==> src/rtl/hps_uart0_fabric_tx.sv <==
// Fabric-side 8N1/8N2 UART transmitter driving the HPS UART0 RX pin.
// A byte FIFO behind valid/ready feeds a serializer clocked by a baud divider.
module hps_uart0_fabric_tx #(
  parameter int unsigned CLK_HZ     = 50000000,
  parameter int unsigned BAUD       = 115200,
  parameter int unsigned FIFO_DEPTH = 8,
  parameter int unsigned STOP_BITS  = 1
) (
  input  logic                        clk_clk,
  input  logic                        reset_reset_n,
  input  logic [7:0]                  tx_data,
  input  logic                        tx_valid,
  output logic                        tx_ready,
  output logic                        uart_txd,
  output logic                        tx_busy,
  output logic [$clog2(FIFO_DEPTH):0] fifo_level
);

  localparam int unsigned ClksPerBit = CLK_HZ / BAUD;
  localparam int unsigned CntW       = (ClksPerBit > 1) ? $clog2(ClksPerBit) : 1;
  localparam int unsigned PtrW       = $clog2(FIFO_DEPTH);
  localparam int unsigned LvlW       = PtrW + 1;

  typedef enum logic [1:0] {StIdle, StStart, StData, StStop} state_e;

  state_e          state_q;
  logic [CntW-1:0] baud_cnt_q;
  logic [2:0]      bit_cnt_q;
  logic [7:0]      shift_q;
  logic            txd_q;
  logic            busy_q;
  logic            ready_q;

  logic [7:0]      mem_q [FIFO_DEPTH];
  logic [PtrW-1:0] wr_ptr_q;
  logic [PtrW-1:0] rd_ptr_q;
  logic [LvlW-1:0] count_q;
  logic [LvlW-1:0] count_d;

  logic            baud_tc;
  logic            stop_last;
  logic            push;
  logic            pop;

  always_comb begin
    baud_tc   = (baud_cnt_q == CntW'(ClksPerBit - 1));
    stop_last = (bit_cnt_q == 3'(STOP_BITS - 1));
    push      = tx_valid & ready_q;
    // Pop from IDLE, or at the very last stop cycle for back-to-back frames.
    pop       = (count_q != '0) &&
                ((state_q == StIdle) || ((state_q == StStop) && baud_tc && stop_last));
    count_d   = count_q;
    case ({push, pop})
      2'b10:   count_d = count_q + LvlW'(1);
      2'b01:   count_d = count_q - LvlW'(1);
      default: count_d = count_q;
    endcase
  end

  always_ff @(posedge clk_clk) begin
    if (push) begin
      mem_q[wr_ptr_q] <= tx_data;
    end
  end

  always_ff @(posedge clk_clk or negedge reset_reset_n) begin
    if (!reset_reset_n) begin
      wr_ptr_q <= '0;
      rd_ptr_q <= '0;
      count_q  <= '0;
      ready_q  <= 1'b1;
    end else begin
      if (push) begin
        wr_ptr_q <= wr_ptr_q + PtrW'(1);
      end
      if (pop) begin
        rd_ptr_q <= rd_ptr_q + PtrW'(1);
      end
      count_q <= count_d;
      ready_q <= (count_d != LvlW'(FIFO_DEPTH));
    end
  end

  // The line flop follows the state one cycle later, so every bit still lasts
  // exactly ClksPerBit cycles and the line is never combinational.
  always_ff @(posedge clk_clk or negedge reset_reset_n) begin
    if (!reset_reset_n) begin
      state_q    <= StIdle;
      baud_cnt_q <= '0;
      bit_cnt_q  <= '0;
      shift_q    <= '0;
      txd_q      <= 1'b1;
      busy_q     <= 1'b0;
    end else begin
      busy_q     <= 1'b1;
      baud_cnt_q <= baud_tc ? '0 : baud_cnt_q + CntW'(1);
      case (state_q)
        StIdle: begin
          txd_q      <= 1'b1;
          baud_cnt_q <= '0;
          bit_cnt_q  <= '0;
          if (pop) begin
            shift_q <= mem_q[rd_ptr_q];
            state_q <= StStart;
          end else begin
            busy_q <= (count_d != '0);
          end
        end
        StStart: begin
          txd_q <= 1'b0;
          if (baud_tc) begin
            state_q <= StData;
          end
        end
        StData: begin
          txd_q <= shift_q[0];
          if (baud_tc) begin
            shift_q <= shift_q >> 1;
            if (bit_cnt_q == 3'd7) begin
              bit_cnt_q <= '0;
              state_q   <= StStop;
            end else begin
              bit_cnt_q <= bit_cnt_q + 3'd1;
            end
          end
        end
        StStop: begin
          txd_q <= 1'b1;
          if (baud_tc) begin
            if (stop_last) begin
              bit_cnt_q <= '0;
              if (pop) begin
                shift_q <= mem_q[rd_ptr_q];
                state_q <= StStart;
              end else begin
                state_q <= StIdle;
                busy_q  <= (count_d != '0);
              end
            end else begin
              bit_cnt_q <= bit_cnt_q + 3'd1;
            end
          end
        end
        default: begin
          state_q <= StIdle;
        end
      endcase
    end
  end

  assign tx_ready   = ready_q;
  assign uart_txd   = txd_q;
  assign tx_busy    = busy_q;
  assign fifo_level = count_q;

endmodule

==> config.mk <==
export PLATFORM = sky130hd
export DESIGN_NAME = hps_uart0_fabric_tx
export DESIGN_NICKNAME = d
export VERILOG_FILES = /design/src/rtl/hps_uart0_fabric_tx.sv
export SDC_FILE = /design/constraint.sdc
export NUM_CORES = 1
export LEC_CHECK = 0
export ABC_AREA = 1
export BUFFER_PORTS_ARGS = -buffer_cell sky130_fd_sc_hd__buf_2
export CAP_MARGIN = 30
export CORE_MARGIN = 1.5
export CORE_UTILIZATION = 55
export CTS_BUF_LIST = sky130_fd_sc_hd__clkbuf_8 sky130_fd_sc_hd__clkbuf_16
export DETAILED_ROUTE_END_ITERATION = 10
export GPL_ROUTABILITY_DRIVEN = 0
export HOLD_SLACK_MARGIN = 0.15
export PLACE_DENSITY = 0.72
export SYNTH_ARGS = -nofsm -noshare
export SYNTH_HDL_FRONTEND = slang
export SYNTH_SLANG_ARGS = --single-unit
==> constraint.sdc <==
create_clock -name clk_clk -period 3.1 [get_ports clk_clk]
set_clock_uncertainty 0.05 [all_clocks]
set_input_delay 0.31 -clock clk_clk [delete_from_list [all_inputs] [get_ports clk_clk]]
set_output_delay 0.31 -clock clk_clk [all_outputs]
set_load 0.01 [all_outputs]
==> impl_metrics.tcl <==
set metrics [dict create \
    drive_above_1_share_pct 15.3 \
    antennaDiodeCount 0 \
    slowest_stage "dfrtp_1" \
    path_class "reg2reg" \
    cp-start-kind "flop" \
    ant_nets 0 \
    core_region_area_um2 7770 \
    synthAdderAreaFrac_pct 3.93 \
    drc 0 \
    synth_edf_count 64 \
    maxCapViolations 0 \
    max_freq_mhz 362 \
    ys_seq_area_share_pct 62.9 \
    clockRootBuffer "clkbuf_8" \
    rsz0062_at_grt "no" \
    synth_top_family_by_area "simple AND/OR/NAND/NOR gates" \
    cts-htree-levels 3 \
    synth-simple-area-share_pct 15.5 \
    netlist_top_cells_count "edfxtp_1 (64), nand2_1 (63), nor2_1 (57), o21ai_0 (42), dfrtp_1 (33)" \
    critical-path-top-delay-family "simple AND/OR/NAND/NOR gates" \
    reg2reg_depth 16 \
    hold_depth 1 \
    n_fill_cell 611 \
    total_power_mw 2.90 \
    yosysMostFrequentCell "edfxtp_1" \
    finalHoldViolCount 0 \
    drt-total-wl_um 8240 \
    multi_input_comb_area_um2 1480 \
    yosys_most_used_dff "edfxtp_1" \
    min_period_ns 2.76 \
    r2r-end "tx_busy$_DFF_PN0_" \
    hold_end "mem_q[0][3]$_DFFE_PP_" \
    synth_compound_area_share_pct 12.1 \
    cts.sinks 99 \
    status "completed" \
    tightest_slew_ns 0.839 \
    syn-cell-area_um2 4450 \
    start_util_pct 57.3 \
    post-route-period-util_pct 89.0 \
    row_count 32 \
    synth_area_leaders "edfxtp_1 (43%), dfrtp_1 (19%), nand2_1 (5.3%)" \
    seqCellArea_um2 2800 \
    ys_ff_latch 99 \
    timing.hold.ws_ns 0.174 \
    clk_pin_slew_ns 0.10 \
    cp.arrival_ns 2.96 \
    syn_to_final_growth_pct 8.74 \
    grt_max_degree 36 \
    cpPeakStageDelay_ns 0.41 \
    worst-path-max-fanout 7 \
    vias 2982 \
    synthArstFlopShare_pct 35.4 \
    min_path_type "in2reg" \
    synth_top_cell_area_share_pct 43.1 \
    clock_latency_ns 0.36 \
    relSlewSlack_pct 43.9 \
    port_buffers 17 \
    drv_slew 0 \
    finalSetupTns_ns 0 \
    die_h_um 93.0 \
    synth_nets 434 \
    cp_num_buf_inv 3 \
    synth_xor_area_share_pct 1.57 \
    io_pins 18 \
    cts_max_path_buffers 2 \
    avgSynthCellArea_um2 10.9 \
    irDropWorstVdd_v 0.000391 \
    min-delay-start "tx_data[3]" \
    cts_tree "done" \
    wl_per_cell_um 15.3 \
    worstPathRequired_ns 3.30 \
    dr.first_iter.drc_count 212 \
    final_nets 457 \
    dieArea_um2 8650 \
    synth_top_area_cell "edfxtp_1" \
    r2r-start "state_q[1]$_DFFE_PN0P_" \
    hpwl_um 5480 \
    end_kind "flop" \
    syn-instance-count 409 \
    avgViaCountPerCell 5.53 \
    cp_cell_sequence "inv_1 > ha_2 > or2_1 > nand2_1 > nor2_4 > nand2_2 > inv_2 > ha_1 > o21ai_0 > inv_1 > nor2_1 > nand3_2 > nor2_1 > nand3_1 > nand2_1 > nand2_1" \
    postLayoutCoreUtil_pct 62.4 \
    numCtsBuffers 9 \
    yosysUniqueCellTypes 38 \
    setup_viol 0 \
    yosysWarnings 0 \
    overflow 0 \
    grt_usage_pct 20.9 \
    synthMuxAreaShare_pct 0 \
    die_w_um 93.0 \
    crit_top_cell "nand2_1" \
    p_leak_nw 1.94 \
    first_pass_iters 4 \
    first_global_vias 2859 \
    grt_first_pass_wirelength_um 13800 \
    p_per_area_nw_per_um2 600 \
    rrSetupSlack_ns 0.34 \
    antenna_found_initial 0 \
]
through the flow:
| stage | instances | setup slack, ns | instance area, um^2 |
|---|---|---|---|
| 5_1_grt | 539 | 0.0141 | 4840 |
| 4_1_cts | 539 | 0.304 | 4840 |
| 3_3_place_gp | 522 | 0.421 | 4650 |
| 3_5_place_dp | 522 | 0.329 | 4650 |
| 2_1_floorplan | 409 | 0.597 | 4450 |
| 6_report | 539 | 0.341 | 4840 |
power breakdown:
part / switching [mW] / total (mW) / internal [mW]
clock: 0.462 / 0.768 / 0.306
combinational: 0.323 / 0.473 / 0.149
sequential: 0.0785 / 1.66 / 1.58
registers in the layout, indices dropped and copies added, names as in the netlist:
signal      count
baud_cnt_q      9
bit_cnt_q       3
fifo_level      4
mem_q          64
rd_ptr_q        3
shift_q         8
state_q         2
tx_busy         1
tx_ready        1
uart_txd        1
wr_ptr_q        3
how the worst max path moves through the flow:
stage | from | end | slack, ns | cells past startpoint
global route | state_q[1]$_DFFE_PN0P_ | tx_busy$_DFF_PN0_ | 0.01 | 18
CTS | state_q[0]$_DFFE_PN0P_ | tx_busy$_DFF_PN0_ | 0.30 | 16
detailed placement | state_q[0]$_DFFE_PN0P_ | tx_busy$_DFF_PN0_ | 0.33 | 16
floorplan | state_q[0]$_DFFE_PN0P_ | tx_busy$_DFF_PN0_ | 0.60 | 16
finish | state_q[1]$_DFFE_PN0P_ | tx_busy$_DFF_PN0_ | 0.34 | 16
global placement | state_q[0]$_DFFE_PN0P_ | tx_busy$_DFF_PN0_ | 0.42 | 16
cells by family after synthesis:
family,after synthesis
compound gates,93
xor+xnor,8
fa+ha+maj,14
buf+inv,43
flops,99
simple gates,152
per-layer routing:
metal	wire, um	part of all wire [%]	track usage, %	up-vias
met5	0	0	0	-
met4	136	1.7	8.46	0
met3	349	4.2	3.50	9
li1	-	-	-	1461
met2	3930	48	33.3	69
met1	3830	46	28.7	1443
worst register-to-register path, cell delays in order (launching register included):
cell     delay (ns)
dfrtp_1        0.41
inv_1          0.17
ha_2           0.26
or2_1          0.13
nand2_1        0.08
nor2_4         0.16
nand2_2        0.12
inv_2          0.12
ha_1           0.30
o21ai_0        0.19
inv_1          0.08
nor2_1         0.17
nand3_2        0.09
nor2_1         0.09
nand3_1        0.10
nand2_1        0.07
nand2_1        0.04
layout by cell type (no fill, tap or decap), drive strengths merged, types with 4 or more instances in the layout:
master   n
dfrtp   33
a21oi   14
nor2    59
nand3   14
ha      14
inv     32
edfxtp  64
clkinv   5
nand4    4
buf     22
o21ai   57
o22ai   17
nand2   69
clkbuf   9
nor3     4
xor2     5
final cells by class:
class                           instances  area share, %
Clock buffer                            9           2.56
Clock inverter                          7           1.27
Inverter                               32           2.51
Multi-Input combinational cell        267           30.5
Sequential cell                        99           57.8
Tap cell                              102           2.63
Timing Repair Buffer                   23           2.74
what timing repair did:
action / 4_1_cts / 5_1_grt
hold buffers: 1 / 0
hold endpoints to repair: 33 / 0
setup buffers: 0 / 0
endpoints found under the setup margin: 0 / 1
gates resized for setup: 0 / 1
Power figures use the tool's default switching activity.
